$ cat config.mk
export PLATFORM = sky130hd
export DESIGN_NAME = blur_seq_ctrl
export DESIGN_NICKNAME = d
export VERILOG_FILES = /design/src/rtl/blur_pkg.sv /design/src/rtl/blur_tag_pipe.sv /design/src/rtl/blur_seq_ctrl.sv
export SDC_FILE = /design/constraint.sdc
export NUM_CORES = 1
export LEC_CHECK = 0
export ABC_AREA = 1
export BUFFER_PORTS_ARGS = -buffer_cell sky130_fd_sc_hd__buf_2
export CORE_MARGIN = 3
export CORE_UTILIZATION = 50
export DETAILED_ROUTE_END_ITERATION = 10
export PLACE_DENSITY_LB_ADDON = 0.1
export SYNTH_ARGS = -nofsm -noshare
export SYNTH_HDL_FRONTEND = slang
export SYNTH_SLANG_ARGS = --single-unit
$ cat constraint.sdc
create_clock -name i_clk -period 2.7 [get_ports i_clk]
set_input_delay 0.135 -clock i_clk [delete_from_list [all_inputs] [get_ports i_clk]]
set_output_delay 0.135 -clock i_clk [all_outputs]
set_load 0.02 [all_outputs]
$ cat src/rtl/blur_pkg.sv
// Shared types for the blur sequencer and the blur datapath.
package blur_pkg;

  typedef enum logic [2:0] {
    IDLE,
    WAIT_PIX,
    ISSUE_R,
    ISSUE_G,
    ISSUE_B,
    DRAIN
  } state_e;

  typedef enum logic [1:0] {
    RED   = 2'd0,
    GREEN = 2'd1,
    BLUE  = 2'd2
  } colour_e;

  // Byte offsets inside a packed {R,G,B} pixel
  localparam int unsigned R_OFS = 16;
  localparam int unsigned G_OFS = 8;
  localparam int unsigned B_OFS = 0;

  typedef struct packed {
    logic    valid;
    colour_e colour;
    logic    last;
    logic    emit;
  } tag_t;

endpackage

$ cat src/rtl/blur_tag_pipe.sv
// Delays one issue tag per colour by DEPTH cycles so that each colour
// samples the datapath output exactly when its blurred byte appears.
module blur_tag_pipe
  import blur_pkg::*;
#(
  parameter int unsigned DEPTH = 2
) (
  input  logic       i_clk,
  input  logic       i_rst_n,
  input  logic       i_valid,
  input  logic [1:0] i_colour,
  input  logic       i_last,
  input  logic       i_emit,
  output logic       o_cap_r,
  output logic       o_cap_g,
  output logic       o_cap_b,
  output logic       o_last,
  output logic       o_emit
);

  tag_t pipe_q [DEPTH];
  tag_t tail;

  // Shift tags one stage per cycle; stage DEPTH-1 is the capture point
  always_ff @(posedge i_clk or negedge i_rst_n) begin
    if (!i_rst_n) begin
      for (int unsigned i = 0; i < DEPTH; i++) pipe_q[i] <= '0;
    end else begin
      pipe_q[0] <= '{valid: i_valid, colour: colour_e'(i_colour), last: i_last, emit: i_emit};
      for (int unsigned i = 1; i < DEPTH; i++) pipe_q[i] <= pipe_q[i-1];
    end
  end

  assign tail    = pipe_q[DEPTH-1];
  assign o_cap_r = tail.valid && (tail.colour == RED);
  assign o_cap_g = tail.valid && (tail.colour == GREEN);
  assign o_cap_b = tail.valid && (tail.colour == BLUE);
  assign o_last  = tail.last;
  assign o_emit  = tail.emit;

endmodule

$ cat src/rtl/blur_seq_ctrl.sv
// Sequencer between a 24-bit RGB source and the byte-wide 5x5 blur datapath:
// serialises each pixel into R/G/B issues, tracks raster position, captures
// blurred bytes at fixed latency and repacks them into output pixels.
module blur_seq_ctrl
  import blur_pkg::*;
#(
  parameter int unsigned IMG_W    = 640,
  parameter int unsigned IMG_H    = 480,
  parameter int unsigned WARM     = 24,
  parameter int unsigned BLUR_LAT = 2
) (
  input  logic        i_clk,
  input  logic        i_rst_n,
  input  logic        i_start,
  input  logic        i_pix_valid,
  output logic        o_pix_ready,
  input  logic [23:0] i_pix_rgb,
  output logic        o_blur_valid,
  output logic        o_blur_row_end,
  output logic [7:0]  o_blur_pixel,
  input  logic [7:0]  i_blur_pixel,
  output logic        o_out_valid,
  input  logic        i_out_ready,
  output logic [23:0] o_out_rgb,
  output logic        o_frame_done,
  output logic        o_busy
);

  localparam int unsigned CW = (IMG_W > 1) ? $clog2(IMG_W) : 1;
  localparam int unsigned RW = (IMG_H > 1) ? $clog2(IMG_H) : 1;
  localparam int unsigned DW = (BLUR_LAT > 1) ? $clog2(BLUR_LAT) : 1;

  state_e        state_q, state_d;
  logic [CW-1:0] col_q;
  logic [RW-1:0] row_q;
  logic [DW-1:0] drain_q;
  logic [23:0]   pix_q;
  logic [7:0]    r_q, g_q;
  logic [23:0]   out_rgb_q;
  logic          out_valid_q;
  logic          done_q;

  logic          accept, issue, done_set;
  logic          col_last, row_last;
  colour_e       issue_col;
  logic          cap_r, cap_g, cap_b, cap_last, cap_emit;

  assign col_last       = (col_q == CW'(IMG_W - 1));
  assign row_last       = (row_q == RW'(IMG_H - 1));
  assign o_blur_valid   = issue;
  assign o_blur_row_end = issue && col_last;
  assign o_out_valid    = out_valid_q;
  assign o_out_rgb      = out_rgb_q;
  assign o_frame_done   = done_q;
  assign o_busy         = (state_q != IDLE);

  blur_tag_pipe #(.DEPTH(BLUR_LAT)) u_tag_pipe (
    .i_clk    (i_clk),
    .i_rst_n  (i_rst_n),
    .i_valid  (issue),
    .i_colour (issue_col),
    .i_last   (col_last && row_last),
    .i_emit   (col_q >= CW'(WARM)),
    .o_cap_r  (cap_r),
    .o_cap_g  (cap_g),
    .o_cap_b  (cap_b),
    .o_last   (cap_last),
    .o_emit   (cap_emit)
  );

  // Next-state and issue decode
  always_comb begin
    state_d      = state_q;
    o_pix_ready  = 1'b0;
    accept       = 1'b0;
    issue        = 1'b0;
    issue_col    = RED;
    o_blur_pixel = '0;
    done_set     = 1'b0;
    case (state_q)
      IDLE: if (i_start) state_d = WAIT_PIX;
      WAIT_PIX: begin
        o_pix_ready = !out_valid_q || i_out_ready;
        accept      = i_pix_valid && o_pix_ready;
        if (accept) state_d = ISSUE_R;
      end
      ISSUE_R: begin
        issue        = 1'b1;
        issue_col    = RED;
        o_blur_pixel = pix_q[R_OFS +: 8];
        state_d      = ISSUE_G;
      end
      ISSUE_G: begin
        issue        = 1'b1;
        issue_col    = GREEN;
        o_blur_pixel = pix_q[G_OFS +: 8];
        state_d      = ISSUE_B;
      end
      ISSUE_B: begin
        issue        = 1'b1;
        issue_col    = BLUE;
        o_blur_pixel = pix_q[B_OFS +: 8];
        state_d      = DRAIN;
      end
      DRAIN: begin
        // Leave on the cycle the B byte is captured, so the next accept
        // lines up with o_out_valid and the register can never be overwritten.
        if (drain_q == DW'(BLUR_LAT - 1)) begin
          if (cap_last) begin
            state_d  = IDLE;
            done_set = 1'b1;
          end else begin
            state_d = WAIT_PIX;
          end
        end
      end
      default: state_d = IDLE;
    endcase
  end

  // State, pixel latch, drain counter and raster counters
  always_ff @(posedge i_clk or negedge i_rst_n) begin
    if (!i_rst_n) begin
      state_q <= IDLE;
      pix_q   <= '0;
      drain_q <= '0;
      col_q   <= '0;
      row_q   <= '0;
      done_q  <= 1'b0;
    end else begin
      state_q <= state_d;
      done_q  <= done_set;
      if (accept) pix_q <= i_pix_rgb;
      if (state_q == DRAIN && state_d == DRAIN) drain_q <= drain_q + 1'b1;
      else                                      drain_q <= '0;
      if (state_q == ISSUE_B) begin
        if (col_last) begin
          col_q <= '0;
          row_q <= row_last ? '0 : row_q + 1'b1;
        end else begin
          col_q <= col_q + 1'b1;
        end
      end
    end
  end

  // Capture blurred bytes and hold the repacked pixel until the sink takes it
  always_ff @(posedge i_clk or negedge i_rst_n) begin
    if (!i_rst_n) begin
      r_q         <= '0;
      g_q         <= '0;
      out_rgb_q   <= '0;
      out_valid_q <= 1'b0;
    end else begin
      if (cap_r) r_q <= i_blur_pixel;
      if (cap_g) g_q <= i_blur_pixel;
      if (cap_b && cap_emit) begin
        out_rgb_q   <= {r_q, g_q, i_blur_pixel};
        out_valid_q <= 1'b1;
      end else if (out_valid_q && i_out_ready) begin
        out_valid_q <= 1'b0;
      end
    end
  end

endmodule

* Word-level counts from Yosys, hierarchy flattened
Index checks and enable logic that the tools add are counted.
Cells by class: mux-type cells 18, $add $sub $neg 3, equal/unequal tests 10, reductions and logical operators 17, magnitude comparators 1
Operators with widths (number):
- $pmux W8 S3 | 1
- $pmux W3 S6 | 1
- $add A10 B1 Y10 const B | 1
- $eq A10 B10 Y1 const B | 1
- $ge A10 B5 Y1 const B | 1
- $mux W1 | 10
- $mux W10 | 1
- $add A9 B1 Y9 const B | 1
- $eq A3 B3 Y1 const B | 3
- $eq A9 B9 Y1 const B | 1
- $logic_and A1 B1 Y1 | 9
- $mux W3 | 3
- $mux W9 | 1
- $eq A3 B2 Y1 const B | 2
- $pmux W2 S2 | 1
- $eq A3 B1 Y1 const B | 1
- $logic_not A3 Y1 | 1
- $reduce_bool A3 Y1 | 1
- $reduce_or A3 Y1 | 1
- $eq A2 B1 Y1 const B | 1
- $eq A2 B2 Y1 const B | 1
- $logic_not A2 Y1 | 1
- $reduce_and A2 Y1 | 1
- $reduce_bool A2 Y1 | 1
- 3 further kinds | 3
Word-level totals: bits in registers 99, output and inout bits 38, logic and storage cells 67, input bits 37

* Logic depth before layout (Yosys ltp)
Gate-level depths: netlist of run 1.
word-level depth 8, mapped depth 9, gate-level depth less buffers 9

* Hierarchy
A second synthesis of run 1 with hierarchy kept.
Unflattened totals: cells, all modules 489, area total of the unflattened synthesis 4341.7 µm²
Modules (own cells, without submodules):
- blur_seq_ctrl | cells each 472, times used 1, area an instance 4065.1 µm², sequential area each 2227.1 µm²
- blur_tag_pipe | cells each 17, times used 1, area an instance 276.5 µm², sequential area each 250.2 µm²

* Worst setup path before layout of run 1
No wires, ideal clock.
path kind reg2out, start reg col_q[0], end out o_blur_row_end, path buffers 0, arrival time 1274 ps, slack 1291 ps, required time 2565 ps, cell stages (with the launch flop) 6, cell sequence dfrtp_1 -> ha_1 -> nand2_1 -> nor2_2 -> nand3_4 -> a21oi_1
Between the ends: longest elaborated chain between the ends 2
Ends and longest elaborated chain:
- from (decl) | RTL line blur_seq_ctrl.sv:34 | logic [CW-1:0] col_q;
- from (signal assigned) | RTL line blur_seq_ctrl.sv:141 | col_q <= col_q + 1'b1;
- $eq A10 B10 Y1 | RTL line blur_seq_ctrl.sv:48 | assign col_last = (col_q == CW'(IMG_W - 1));
- $logic_and A1 B1 Y1 | RTL line blur_seq_ctrl.sv:51 | assign o_blur_row_end = issue && col_last;
- to (decl) | RTL line blur_seq_ctrl.sv:19 | output logic o_blur_row_end,
Every way passes these cells.

* Final worst setup path of run 1
start reg state_q[2], end out o_blur_row_end
Between the ends: longest elaborated chain between the ends 4, elaborated cells between the ends (all ways) 6, classes of those cells eq/ne: 3; mux: 1; reduce/logical: 2
Ends and longest elaborated chain:
- from (decl) | RTL line blur_seq_ctrl.sv:33 | state_e state_q, state_d;
- from (signal assigned) | RTL line blur_seq_ctrl.sv:131 | state_q <= state_d;
- $eq A3 B3 Y1 or $eq A3 B2 Y1 (tied branches) | RTL line blur_seq_ctrl.sv:80 | case (state_q)
- $reduce_or A3 Y1 (no source line) *
- $mux W1 * | RTL line blur_seq_ctrl.sv:80
- $logic_and A1 B1 Y1 * | RTL line blur_seq_ctrl.sv:51
Mark *: on every way between the ends. The rest lies on a longest branch, timed or not.

==> results.toml, run 1 <==
[setup_path]
crit_chain = "nor3_4 -> inv_2 -> a21oi_1 -> buf_2"
critPathKind = "reg2out"
crit_path_max_fanout = 10
rr_worst_depth = 5
r2r_slack_ns = 1.10
cp.arrival_ns = 1.77
end_kind = "primary output"
worst-endpoint-required_ns = 2.57
worstSetupStartpointType = "flip-flop"
max_stage_delay_ns = 0.50
critPathSlowestCell = "nor3_4"

[grt]
grt_overflow = 0
antenna_found_initial = 0
grtUsageMet3 = 0.03683
grt_pass1_wl_um = 14920
grt.met2_usage = 0.2853
busiest_layer = "met2"
grt_max_degree = 50
grt_usage = 0.1884
grt_pass1_vias = 3166
gr-usage-met1 = 0.2674

[logic_synthesis]
synth_adder_area_share = 0.008535
yosysSeqAreaShare = 0.5633
synth_top_family_by_area = "simple AND/OR/NAND/NOR gates"
synth_nets = 526
syn_area_per_cell_um2 = 9.049
synth_cells = 486
syn_area_mm2 = 0.004398
yosys.area_share.simple = 0.2822
synth_seq_cells = 99
synthMuxAreaShare = 0
synth-compound-area-share = 0.06174
yosys.area_share.xor_xnor = 0.01195
ys_types = 32
ys_warn_count = 0

[final_layout]
stdcell_count = 669
layout_common_cells = "137 x nand2_1, 99 x dfrtp_1, 73 x buf_2"
diodes = 0
drive_gt1_frac = 0.2518
final_common_cell = "nand2_1"
post-route-util = 0.5986
nFillCells = 801
area_delta_synth_final_pct = 14.08
nets = 599

[cts]
cts_max_path_buffers = 2
clock-sinks = 99
cts_max_level = 3
cts_tree = "yes"
cts.clk_slew.worst_paths_ns = 0.09
cts_root_buf = "clkbuf_8"
cts-buffers-inserted = 9
insertion_delay_ns = 0.36
post_cts_buffers = 0

[sta]
worst_clock_skew_ns = 0.01212
setup_violations = 0
fin_crit_ns = 1.901
slew_violations = 0
fin_setup_tns_ns = 0
max_freq_ghz = 0.5259
rsz0062_at_grt = "no"
fin_crit_sh = 0.7043
hold_viol = 0
hold_ws_ns = 0.01176
relSlewSlack = 0.6409
worstMarginPinSlew_ns = 0.5386

[die]
io_pins = 75
die_area_mm2 = 0.009957
die_width_um = 99.79
std_cell_rows = 33
die_h_um = 99.79
initial_core_util = 0.5247
fp.coreArea_mm2 = 0.008382

[detailed_routing]
drt_first_pass_iters = 5
wl_per_cell_um = 13.16
vias = 3316
first_iter_violations = 112
drc = 0
antenna_left = 0
vias_per_cell = 4.957
drt_wl_total_um = 8803

[placed_design]
place_congestion = 0.8408
placedCellCount = 651
dpl.hpwl_um = 6211
io_buffers = 74

[hold_path]
hold_class = "in2reg"
hold_depth = 3

[run]
cap_violations = 0

[power]
totalPowerFinal_mw = 4.126
power.density_mw_per_mm2 = 822.3
leakagePower_nw = 2.647
ir_worst_vdd_v = 0.0006025

[outcome]
status = "finished clean"
-- power by group --
group | switching [mW] | internal, mW
clock | 0.505 | 0.429
sequential | 0.248 | 1.85
combinational | 0.714 | 0.381
total | 1.47 | 2.66
-- state kept, by name, summed over array words and instances, names as in the netlist, 3 cells and up --
name,cells
col_q,10
g_q,8
row_q,9
state_q,3
pix_q,24
u_tag_pipe.pipe_q,8
r_q,8
o_out_rgb,24
-- cells in the mapped netlist, drive strengths merged --
cell type / n / area (um^2)
a21oi: 5 / 25.02
and2: 1 / 8.760
buf: 12 / 112.6
clkbuf: 5 / 18.77
dfrtp: 99 / 2477
ha: 3 / 37.54
inv: 49 / 186.4
nand2: 169 / 733.2
nand3: 53 / 277.8
nand4: 3 / 33.78
nor2: 30 / 151.4
nor3: 4 / 36.29
o2111ai: 1 / 8.760
o21ai: 46 / 237.7
xnor2: 5 / 43.79
xor2: 1 / 8.760
-- final timing paths --
path,from,end
max in group asynchronous,i_rst_n,pix_q[12]$_DFFE_PN0P_
worst max register to register,state_q[2]$_DFF_PN0_,pix_q[2]$_DFFE_PN0P_
min in group asynchronous,i_rst_n,pix_q[16]$_DFFE_PN0P_
worst max-delay path,state_q[2]$_DFF_PN0_,o_blur_row_end
worst min-delay path,i_pix_rgb[1],pix_q[1]$_DFFE_PN0P_
worst min register to register,u_tag_pipe.pipe_q[9]$_DFF_PN0_,u_tag_pipe.pipe_q[4]$_DFF_PN0_
-- repair_timing --
action | in CTS | in global routing
hold endpoints to repair | 38 | 0
gates resized for setup | 0 | 0
hold buffers | 2 | 0
-- cells by family (layout without fill, tap and decap cells) --
kind of cell | Yosys count | in the layout
flip-flops | 99 | 99
XOR/XNOR | 6 | 6
buffers and inverters | 66 | 144
AO/OA/AOI/OAI | 52 | 52
adder cells (fa/ha/maj) | 3 | 3
AND/OR/NAND/NOR | 260 | 260
-- worst max-delay path, delay by kind of cell, from the launching register on --
kind	cells	cell delay [ns]
simple gates	1	0.50
flops	1	0.49
buf+inv	2	0.26
compound gates	1	0.16
-- through the flow --
| stage | instance area, um^2 | worst slack [ns] |
|---|---|---|
| 2_1_floorplan | 4398 | 1.291 |
| 3_3_place_gp | 4806 | 1.173 |
| 3_5_place_dp | 4806 | 1.125 |
| 4_1_cts | 5017 | 0.7764 |
| 5_1_grt | 5017 | 0.6697 |
| 6_report | 5017 | 0.7985 |
-- cell type report --
cell class | count | area (um^2) | area share
clock buffer | 10 | 127.6 | 0.02544
clock inverter | 6 | 63.81 | 0.01272
inverter | 49 | 186.4 | 0.03716
multi-input combinational | 321 | 1603 | 0.3195
sequential | 99 | 2477 | 0.4938
tap | 105 | 131.4 | 0.02618
timing repair buffer | 79 | 427.9 | 0.08529
-- metal layers --
| layer | part of all wire | up-vias |
|---|---|---|
| li1 | - | 1676 |
| met1 | 0.47 | 1535 |
| met2 | 0.46 | 91 |
| met3 | 0.055 | 14 |
| met4 | 0.018 | 0 |
| met5 | 0 | - |
No activity file was read; power rests on OpenSTA's default activity.
==> inputs of run 2 (changes only) <==
Settings changed: ABC_AREA 1 to 0.
Clock period 2.7 ns to 1.6 ns, I/O delays scaled along.
==> results.toml, run 2 <==
[logic_synthesis]
ys_warn_count = 0
synth_cells = 308
synth_seq_cells = 99
synth_flop_cell = "dfrtp_1"
yosysMostFrequentCell = "dfrtp_1"
synth_async_sr_flop_share = 1.000
netlist_top_cells_count = "99 x dfrtp_1, 64 x mux2_2, 29 x nand2_1"
syn_area_per_cell_um2 = 13.21
synth_edf_count = 0
synth_top_area_cell = "dfrtp_1"
syn_area_mm2 = 0.004069
yosysSeqAreaShare = 0.6089
synth_area_leaders = "dfrtp_1 61%, mux2_2 18%, nand2_1 2.7%"
synth_nets = 348
ys_types = 36
synth_top_area_frac = 0.6089

[sta]
hold_viol = 0
setup_ws_ns = -0.2385
worstMarginPinSlew_ns = 0.4133
slew_violations = 0
worst_clock_skew_ns = 0.01287
relSlewSlack = 0.7237
fin_crit_ns = 1.839
rsz0062_at_grt = "yes"
setup_violations = 22
max_freq_ghz = 0.5439
fin_crit_sh = 1.149

[power]
p_int_mw = 5.896
leakagePower_nw = 2.858
power_frac_comb = 0.350
clockPowerShare = 0.233
switching_share = 0.3078
power.density_mw_per_mm2 = 1468
ir_worst_vdd_v = 0.0009678
p_switching_mw = 2.621
p_seq_frac = 0.417

[run]
cap_violations = 0

[setup_path]
end_kind = "primary output"
critPathKind = "reg2out"
worstSetupStartpointType = "flip-flop"
worst-endpoint-required_ns = 1.52
rr_worst_depth = 6
crit_path_max_fanout = 6
cp.arrival_ns = 1.76

[grt]
grt_max_degree = 39
grt_usage = 0.2048
grt_pass1_wl_um = 14350
grt_pass1_vias = 3091
antenna_found_initial = 0
grt_overflow = 0

[cts]
cts.clk_slew.worst_paths_ns = 0.10
cts_tree = "yes"
insertion_delay_ns = 0.37
cts_max_level = 3
clock-sinks = 99
cts-buffers-inserted = 9
cts_max_path_buffers = 2
cts_root_buf = "clkbuf_8"

[die]
std_cell_rows = 32
fp.coreArea_mm2 = 0.007807
die_area_mm2 = 0.009256
io_pins = 75
die_width_um = 96.21
die_h_um = 96.21
initial_core_util = 0.5212

[final_layout]
nets = 496
diodes = 0
final_common_cell = "dfrtp_1"
nFillCells = 524
layout_common_cells = "99 x dfrtp_1, 64 x mux2_2, 62 x buf_2"
stdcell_count = 563
post-route-util = 0.7433
drive_gt1_frac = 0.5184
area_delta_synth_final_pct = 42.62

[placed_design]
io_buffers = 74
dp_worst_setup_slack_ns = -0.1388
placedCellCount = 503
place_congestion = 0.8148
dpl.hpwl_um = 5652

[detailed_routing]
wl_per_cell_um = 16.11
drc = 0
vias_per_cell = 5.165
first_iter_violations = 97
antenna_left = 0
drt_first_pass_iters = 4
vias = 2908
drt_wl_total_um = 9069

[hold_path]
hold_depth = 3
hold_class = "in2reg"

[outcome]
violations = "setup timing"
status = "finished with violations"
-- run 2: changes by cell type in the layout (fill, tap and decap cells not counted), moves of 9 or more --
cell and change:
buf_2 -11, buf_4 +24, buf_6 +19, dlygate4sd3_1 +32, inv_1 -42, mux2_2 +64
nand2_1 -121, nand2_2 -24, nand3_1 -44, nor2_1 -16, o21ai_0 -27, o21ai_1 -9
o21ai_2 +11
-- run 2: metrics by stage --
step / TNS (ns) / instance area (um^2) / hold slack, ns / power, mW
after floorplan: -0.5310 / 4095 / -0.2156 / 5.098
after global placement: -0.4620 / 4796 / 0.02854 / 5.800
after detailed placement: -1.077 / 4796 / 0.02212 / 5.893
after CTS: -2.697 / 5695 / 0.04072 / 8.413
after global routing: -4.839 / 5803 / 0.08089 / 8.984
final: -2.922 / 5803 / 0.05180 / 8.518
-- run 2: final timing paths --
path | startpoint | endpoint | slack [ns]
max | state_q[0]$_DFF_PN0_ | o_blur_pixel[2] | -0.24
min | i_out_ready | o_out_valid$_DFFE_PN0P_ | 0.05
max reg2reg | state_q[0]$_DFF_PN0_ | col_q[3]$_DFFE_PN0N_ | -0.17
min reg2reg | u_tag_pipe.pipe_q[8]$_DFF_PN0_ | u_tag_pipe.pipe_q[3]$_DFF_PN0_ | 0.35
max in group asynchronous | i_rst_n | pix_q[11]$_DFFE_PN0P_ | 0.91
min in group asynchronous | i_rst_n | o_out_rgb[13]$_DFFE_PN0P_ | 0.17
-- run 2: layout make-up --
class                           instances  area [um^2]  area share
Sequential cell                        99         2477      0.4269
Tap cell                              102        127.6     0.02199
Multi-Input combinational cell        195         1748      0.3012
Clock inverter                          6        118.9     0.02048
Inverter                                3        16.27    0.002803
Timing Repair Buffer                  148         1177      0.2029
Clock buffer                           10        137.6     0.02372
-- run 2: power groups by stage --
stage,clock [mW],sequential (mW),combinational [mW]
after floorplan,0,3.49,1.61
after global placement,0,3.52,2.28
after detailed placement,0,3.55,2.34
after CTS,2.03,3.52,2.87
after global routing,2.14,3.64,3.21
final,1.98,3.55,2.98
-- run 2: metal layers --
layer | routed length, um | track usage | vias up
li1 | - | - | 1397
met1 | 3889 | 0.2519 | 1439
met2 | 4720 | 0.3485 | 58
met3 | 295 | 0.04300 | 14
met4 | 163 | 0.08649 | 0
met5 | 0 | 0 | -
-- run 2: worst max-delay path: stages (launching register included) --
cell and delay, ns:
dfrtp_1 0.40, or3b_4 0.44, clkinv_4 0.07, buf_8 0.12, buf_4 0.12, nand2_4 0.04
o21ai_2 0.06, buf_6 0.13
-- run 2: what timing repair did --
item | in CTS | in global routing
buffers inserted | 11 | 2
endpoints found under the setup margin | 30 | 42
hold endpoints to repair | 147 | 0
hold buffers | 34 | 0
gates resized for setup | 64 | 27
pin swaps | 20 | 13
-- run 2: logic make-up (layout without fill, tap and decap cells) --
family          Yosys count  in the layout  share of synthesized area
simple gates             81             81                     0.1073
buf+inv                  14            167                    0.01937
fa+ha+maj                 3              3                   0.009226
flops                    99             99                     0.6089
xor+xnor                  9              9                    0.01937
compound gates           30             30                    0.03905
mux                      72             72                     0.1968
